===== config.mk =====
export PLATFORM = sky130hd
export DESIGN_NAME = sum_prod_seq
export DESIGN_NICKNAME = d
export VERILOG_FILES = /design/src/rtl/sum_prod_seq.sv
export SDC_FILE = /design/constraint.sdc
export NUM_CORES = 1
export LEC_CHECK = 0
export ABC_AREA = 1
export CORE_MARGIN = 2
export CORE_UTILIZATION = 47
export DETAILED_ROUTE_END_ITERATION = 7
export GPL_TIMING_DRIVEN = 0
export PLACE_DENSITY = 0.86
export SYNTH_ARGS = -nofsm -noshare
export SYNTH_HDL_FRONTEND = slang
export SYNTH_SLANG_ARGS = --single-unit

===== constraint.sdc =====
create_clock -name clk -period 2 [get_ports clk]
set_input_delay 0.3 -clock clk [delete_from_list [all_inputs] [get_ports clk]]
set_output_delay 0.3 -clock clk [all_outputs]
set_load 0.01 [all_outputs]

===== src/rtl/sum_prod_seq.sv =====
// sum_prod_seq: handshaked shift-add engine computing X0*X1 + X2*X3 + X4*X5
module sum_prod_seq #(
  parameter int N = 4
) (
  input  logic           clk,
  input  logic           rst_n,
  input  logic [N-1:0]   X [5:0],
  input  logic           in_valid,
  output logic           in_ready,
  output logic [2*N+2:0] result,
  output logic           out_valid,
  input  logic           out_ready,
  output logic           busy
);
  localparam int W  = 2*N+3;
  localparam int IW = (N > 1) ? $clog2(N) : 1;
  localparam logic [1:0] IDLE = 2'd0;
  localparam logic [1:0] CALC = 2'd1;
  localparam logic [1:0] DONE = 2'd2;
  logic [1:0]    state;
  logic [N-1:0]  ops [5:0];
  logic [W-1:0]  acc;
  logic [W-1:0]  pp;
  logic [1:0]    k;
  logic [IW-1:0] i;
  logic [N-1:0]  opa;
  logic [N-1:0]  opb;
  logic          last_bit;
  // partial product for the current pair k and multiplier bit i
  always_comb begin
    opa      = ops[{k, 1'b0}];
    opb      = ops[{k, 1'b1}];
    pp       = opb[i] ? W'(opa) << i : '0;
    last_bit = i == IW'(N-1);
  end
  // control FSM, operand latch and accumulator; k wraps to 0 so it never indexes past pair 2
  always_ff @(posedge clk) begin
    if (!rst_n) begin
      state <= IDLE;
      acc   <= '0;
      k     <= '0;
      i     <= '0;
      ops   <= '{default: '0};
    end else begin
      case (state)
        IDLE: if (in_valid) begin
          ops   <= X;
          acc   <= '0;
          k     <= '0;
          i     <= '0;
          state <= CALC;
        end
        CALC: begin
          acc <= acc + pp;
          i   <= last_bit ? '0 : i + 1'b1;
          if (last_bit) k <= (k == 2'd2) ? 2'd0 : k + 1'b1;
          if (last_bit && k == 2'd2) state <= DONE;
        end
        DONE: if (out_ready) state <= IDLE;
        default: state <= IDLE;
      endcase
    end
  end
  assign in_ready  = state == IDLE;
  assign busy      = state == CALC;
  assign out_valid = state == DONE;
  assign result    = acc;
endmodule


Yosys cells after proc, flatten, opt, wreduce, memory -nomap -nowiden
Cells that the tools add are included.

operators by class
  add/subtract/negate cells = 3
  $lt $le $gt $ge = 3
  equal/unequal tests = 8
  shift-type cells = 1
  multiplexer cells = 19
  reductions and logical operators = 7

operators with widths
  kind                                                                      count
  11-bit 2-to-1 mux                                                         2
  11-bit one-hot mux with 2 select lines                                    1
  4-bit binary-select mux with 2-bit select                                 2
  2-bit 2-to-1 mux                                                          7
  11-bit adder                                                              1
  4-bit by 2-bit << shifter with 11-bit output                              1
  3-bit by 4-bit < comparator with 1-bit output (second input constant)     2
  4-bit 2-to-1 mux                                                          2
  2-bit one-hot mux with 2 select lines                                     2
  2-bit equality test (second input constant)                               3
  2-bit by 1-bit inequality test with 1-bit output (second input constant)  3
  2-bit one-hot mux with 3 select lines                                     1
  3-bit AND reduction                                                       2
  2-bit by 1-bit adder with 2-bit output (second input constant)            2
  2-bit AND reduction                                                       2
  2-bit by 3-bit < comparator with 1-bit output (second input constant)     1
  1-bit binary-select mux with 2-bit select                                 1
  2-bit by 1-bit equality test with 1-bit output (second input constant)    1
  2-bit logical NOT                                                         1
  2-bit inequality test (second input constant)                             1
  2-bit nonzero test                                                        1
  1-bit logical AND                                                         1
  1-bit 2-to-1 mux                                                          1

storage, ports and cells
  flip-flop bits (word level) = 41
  input bits = 28
  output and inout bits = 14
  logic and storage cells = 51

Logic depth before layout (Yosys ltp)
  depth after elaboration = 7
  depth in mapped cells = 18
  mapped depth without buffers = 17

Worst setup path after synthesis
Ideal clock, no wire load.

  kind = register to register
  start point = register i[0]
  end point = register acc[10] (netlist: result[10])
  arrival = 1971 ps
  required time = 1883 ps
  slack = -88 ps
  cell stages (with the launch flop) = 15
  path buffers = 1
  clock period less this slack = 2088 ps
  path through = dfxtp_1 -> buf_2 -> inv_2 -> a21oi_1 -> nand3_1 -> nand3_2 -> nor2_1 -> ha_1 -> fa_1 -> nand2_1 -> nand2_1 -> nand4_1 -> nand2_1 -> a21boi_0 -> nor2_1

on the way
  cells in the longest elaborated chain, start to end = 5
  elaborated cells on any way between the ends = 6

RTL lines
  what                                        RTL line  RTL
  from (decl)                                 25        logic [IW-1:0] i;
  from (signal assigned)                      55        i <= last_bit ? '0 : i + 1'b1;
  1-bit binary-select mux with 2-bit select   33        pp = opb[i] ? W'(opa) << i : '0;
  1-bit 2-to-1 mux (implied by the code)      33
  11-bit 2-to-1 mux (*)                       33
  11-bit adder (*)                            54        acc <= acc + pp;
  11-bit one-hot mux with 2 select lines (*)  45        case (state)
  to (signal assigned)                        54
  to (decl)                                   22        logic [W-1:0] acc;

Every way passes the cells marked *; elsewhere a longest branch is shown, timed or not. The select of a mux whose other input is x is not followed.
A chain may end at the register's enable or synchronous reset.

Worst setup path in the final report
  start point = register k[1]
  end point = register acc[4] (netlist: result[4])

on the way
  cells in the longest elaborated chain, start to end = 7
  elaborated cells on any way between the ends = 10

RTL lines
  what                                        RTL line  RTL
  from (decl)                                 24        logic [1:0] k;
  from (signal assigned)                      56        if (last_bit) k <= (k == 2'd2) ? 2'd0 : k + 1'b1;
  4-bit binary-select mux with 2-bit select   32        opb = ops[{k, 1'b1}];
  4-bit 2-to-1 mux (implied by the code)      32
  1-bit binary-select mux with 2-bit select   33
  1-bit 2-to-1 mux (implied by the code)      33
  11-bit 2-to-1 mux (*)                       33
  11-bit adder (*)                            54
  11-bit one-hot mux with 2 select lines (*)  45

Marks and branches as above.

==> flow_summary.html <==
<table>
<tr><th>Metric</th><th>Value</th></tr>
<tr><th colspan="2">GRT</th></tr>
<tr><td>Antenna violations before repair</td><td>0</td></tr>
<tr><td>Via count of the first global-routing pass</td><td>2357</td></tr>
<tr><td>Largest net degree at the start of global routing</td><td>13</td></tr>
<tr><td>GRT Resource Usage Total</td><td>0.245</td></tr>
<tr><td>GR Overflow Total</td><td>0</td></tr>
<tr><td>Wire length of the first global-routing pass</td><td>10100 microns</td></tr>
<tr><th colspan="2">Routing</th></tr>
<tr><td>Number of vias per cell after detailed routing</td><td>5.69</td></tr>
<tr><td>Average wire per cell in the routed design</td><td>15.0 microns</td></tr>
<tr><td>ANT nets after route</td><td>0</td></tr>
<tr><td>1st-iter DRT viols</td><td>323</td></tr>
<tr><td>Total Routed Length</td><td>6740 microns</td></tr>
<tr><td>Drc violations</td><td>0</td></tr>
<tr><td>Number of vias in the routed layout</td><td>2556</td></tr>
<tr><td>First-pass detailed-route iteration total</td><td>5</td></tr>
<tr><th colspan="2">Logic synthesis</th></tr>
<tr><td>Post-Synth Adder-Cell Area</td><td>0.0550</td></tr>
<tr><td>Fraction of the mapped netlist area in simple logic gates</td><td>0.367</td></tr>
<tr><td>Cell accounting for the most synthesized area</td><td>dfxtp_1</td></tr>
<tr><td>Top cells by area, synth</td><td>dfxtp_1, nand2_1, nor2_1, nand3_1, a21oi_1</td></tr>
<tr><td>Post-synth top cells</td><td>nand2_1, nor2_1, dfxtp_1</td></tr>
<tr><td>Dominant cell by count in the synthesized netlist</td><td>nand2_1</td></tr>
<tr><td>Synthesized Nets</td><td>374</td></tr>
<tr><td>Number of instances in the synthesized netlist</td><td>337</td></tr>
<tr><td>Proportion of netlist area held by the largest area contributor</td><td>0.376</td></tr>
<tr><td>Yosys warning count</td><td>0</td></tr>
<tr><td>Distinct cell type count after synthesis</td><td>23</td></tr>
<tr><td>Post-synthesis instance area</td><td>2180 sq um</td></tr>
<tr><td>Average cell area after synthesis</td><td>6.48 sq um</td></tr>
<tr><td>Number of register bits inferred by synthesis</td><td>41</td></tr>
<tr><td>Compound-cell area share of the yosys netlist</td><td>0.124</td></tr>
<tr><td>Proportion of synthesized area in mux cells</td><td>0</td></tr>
<tr><td>Share of the yosys chip area belonging to registers</td><td>0.376</td></tr>
<tr><td>Combinational family with the most area after synthesis</td><td>simple AND/OR/NAND/NOR gates</td></tr>
<tr><td>Share of the synthesized netlist area taken by xor and xnor gates</td><td>0</td></tr>
<tr><td>Async set or reset register ratio after synthesis</td><td>0</td></tr>
<tr><td>Number of enable-type register cells in the synthesized netlist</td><td>0</td></tr>
<tr><td>Primary FF master, synth</td><td>dfxtp_1</td></tr>
<tr><th colspan="2">Pwr</th></tr>
<tr><td>Switching portion of total power</td><td>0.295</td></tr>
<tr><td>Post-route total power</td><td>2100 uW</td></tr>
<tr><td>Ratio of total power to cell area</td><td>658 nW/um^2</td></tr>
<tr><td>Internal power</td><td>1480 uW</td></tr>
<tr><td>Part of the power in combinational logic</td><td>0.228</td></tr>
<tr><td>Worst IR Drop VDD</td><td>0.486 mV</td></tr>
<tr><td>Flop pwr share</td><td>0.437</td></tr>
<tr><td>Power spent charging and discharging nets</td><td>618 uW</td></tr>
<tr><td>Leakage power total</td><td>0.00135 uW</td></tr>
<tr><td>Clk network pwr share</td><td>0.334</td></tr>
<tr><th colspan="2">STA</th></tr>
<tr><td>Least-Margin Pin Slew</td><td>0.648 ns</td></tr>
<tr><td>Post-route clock period utilization</td><td>1.14</td></tr>
<tr><td>Final TNS setup</td><td>-2.02 ns</td></tr>
<tr><td>RSZ-0062 raised after global routing</td><td>true</td></tr>
<tr><td>Setup ws final</td><td>-0.289 ns</td></tr>
<tr><td>Worst clock skew</td><td>0.00661 ns</td></tr>
<tr><td>Number of slew-limit violations in the final report</td><td>0</td></tr>
<tr><td>Slew Limit Headroom</td><td>0.568</td></tr>
<tr><td>Achievable Freq</td><td>437 MHz</td></tr>
<tr><td>Total of endpoints with negative setup slack in the final report</td><td>10</td></tr>
<tr><td>Hold Violations, Final</td><td>0</td></tr>
<tr><td>Post-layout min period</td><td>2.29 ns</td></tr>
<tr><th colspan="2">Hold path</th></tr>
<tr><td>Type of the tightest min-delay check</td><td>primary input to flop</td></tr>
<tr><td>WHS Path Cells</td><td>3</td></tr>
<tr><th colspan="2">Layout</th></tr>
<tr><td>Diodes inserted</td><td>0</td></tr>
<tr><td>Growth of design area from synthesis to finish</td><td>45.8%</td></tr>
<tr><td>Fraction of the core area covered by cells at the end of the flow</td><td>0.722</td></tr>
<tr><td>Fill cell instance count of the final layout</td><td>290</td></tr>
<tr><td>Design area</td><td>3190 sq um</td></tr>
<tr><td>Layout Nets</td><td>433</td></tr>
<tr><td>Layout cells sized above 1</td><td>0.244</td></tr>
<tr><th colspan="2">Clock tree</th></tr>
<tr><td>Number of buffers added by the clock tree synthesis step</td><td>5</td></tr>
<tr><td>Clock-pin slew on the worst setup and hold paths</td><td>0.08 ns</td></tr>
<tr><td>Clock tree from TritonCTS</td><td>yes</td></tr>
<tr><td>Clock root buffer</td><td>clkbuf_8</td></tr>
<tr><td>Number of clock sinks seen by CTS</td><td>41</td></tr>
<tr><td>Maximum clock path buffer count</td><td>2</td></tr>
<tr><td>Hold buffer count at cts</td><td>0</td></tr>
<tr><td>Number of H-tree branching levels</td><td>2</td></tr>
<tr><td>Clock insertion delay at the later pin of the skew report</td><td>0.30 ns</td></tr>
<tr><th colspan="2">Place</th></tr>
<tr><td>Placed Instance Area</td><td>2660 sq um</td></tr>
<tr><td>Count of port buffers added during placement</td><td>40</td></tr>
<tr><td>RePlAce Congestion</td><td>0.943</td></tr>
<tr><td>Pre-CTS worst setup slack</td><td>-0.338 ns</td></tr>
<tr><td>Placed wire-length estimate</td><td>3970 microns</td></tr>
<tr><th colspan="2">Setup path</th></tr>
<tr><td>Start-to-end type of the worst setup path</td><td>flop to flop</td></tr>
<tr><td>Crit-path max cell delay</td><td>0.38 ns</td></tr>
<tr><td>Critical Path Sink Type</td><td>flop</td></tr>
<tr><td>Reg2Reg Depth</td><td>14</td></tr>
<tr><td>Maximum fanout encountered on the critical timing path</td><td>6</td></tr>
<tr><td>Critical path startpoint category</td><td>flop</td></tr>
<tr><td>Crit-path cells</td><td>buf_12 -&gt; nor2_4 -&gt; a21oi_2 -&gt; nand3_2 -&gt; nand3_4 -&gt; nor2_2 -&gt; ha_2 -&gt; fa_2 -&gt; nand2_2 -&gt; nand2_4 -&gt; a21oi_1 -&gt; nor2_1 -&gt; nand2_1 -&gt; a21oi_1</td></tr>
<tr><td>Data arrival time of the critical path</td><td>2.44 ns</td></tr>
<tr><td>Cell repeated most along the worst path</td><td>a21oi_1</td></tr>
<tr><td>Slowest library cell on the worst path</td><td>dfxtp_4</td></tr>
<tr><td>Worst Path Required</td><td>2.16 ns</td></tr>
<tr><th colspan="2">Floorplanning</th></tr>
<tr><td>Initial Util</td><td>0.495</td></tr>
<tr><td>Area of the placeable core</td><td>4410 sq um</td></tr>
<tr><td>Vertical die dimension</td><td>72.2 microns</td></tr>
<tr><td>Total Die Area</td><td>5210 sq um</td></tr>
<tr><td>Die W</td><td>72.2 microns</td></tr>
<tr><td>I/O pin count</td><td>42</td></tr>
<tr><td>Cell row count</td><td>24</td></tr>
<tr><th colspan="2">Outcome</th></tr>
<tr><td>Violations in the final reports</td><td>setup timing</td></tr>
<tr><td>Result of the run</td><td>finished, violations left</td></tr>
<tr><th colspan="2">Flow run</th></tr>
<tr><td>Max capacitance violation total</td><td>0</td></tr>
</table>
[power groups by stage]
stage | sequential [uW] | combinational, uW | clock (uW)
finish | 917 | 479 | 701
global route | 922 | 524 | 740
CTS | 913 | 400 | 693
detailed placement | 932 | 380 | 0
global placement | 929 | 368 | 0
floorplan | 922 | 247 | 0
[repair_timing]
action | in CTS | in global routing
pin swaps | 18 | 30
endpoints found under the setup margin | 10 | 11
setup buffers | 7 | 6
resized for setup | 35 | 50
[worst max-delay path: cells and delay by family (launching register included)]
family / cells / cell delay [ns]
and+or+nand+nor: 8 / 0.70
adders and majority gates: 2 / 0.53
AOI/OAI and AO/OA: 3 / 0.41
DFF: 1 / 0.38
buffers and inverters: 1 / 0.12
[area by class of cell]
type                    instances  area, sq um  area share
multi-input cells             255         1470       0.461
flip-flops and latches         41          830       0.260
repair buffers                 53          520       0.163
inverters                      30          125      0.0393
clock buffers                   7         86.3      0.0271
well taps                      52         65.1      0.0204
plain buffers                  10         60.1      0.0189
clock inverters                 1         30.0     0.00943
[through the flow]
step                      std cells  hold slack, ns
after floorplan                 337           0.449
after global placement          429           0.465
after detailed placement        429           0.476
after CTS                       444           0.380
after global routing            449           0.429
final                           449           0.373
[worst paths after layout]
kind	startpoint	to	slack (ns)
worst max-delay path	k[1]	result[4]	-0.29
worst min-delay path	rst_n	ops[4]	0.37
worst max register to register	k[1]	result[4]	-0.29
worst min register to register	ops[3]	ops[3]	0.49
[flip-flops by register name (all words and copies together), names as in the netlist]
name / flops
state: 2
ops: 24
k: 2
result: 11
i: 2
[cells in the final DEF (no fill, tap or decap), types with 12 or more instances in the layout]
cell type | netlist | routed
nor2_1 | 65 | 61
inv_1 | 22 | 18
clkdlybuf4s50_1 | 0 | 39
buf_4 | 2 | 12
nand2_1 | 83 | 62
a21oi_1 | 22 | 15
dfxtp_1 | 41 | 38
o21ai_0 | 21 | 20
nand3_1 | 32 | 20
nand3_2 | 1 | 12
nand2_2 | 2 | 19
[metal layers]
| metal | GRT usage | vias to the layer above | part of all wire |
|---|---|---|---|
| met1 | 0.294 | 1182 | 0.40 |
| met3 | 0.0389 | 35 | 0.070 |
| met4 | 0.124 | 0 | 0.041 |
| met5 | 0 | - | 0 |
| met2 | 0.421 | 134 | 0.48 |
| li1 | - | 1205 | - |
[kinds of logic after synthesis]
kind of cell,after synthesis
simple gates,193
compound gates,53
buf+inv,41
flops,41
fa+ha+maj,9
No activity file was read; power rests on OpenSTA's default activity.
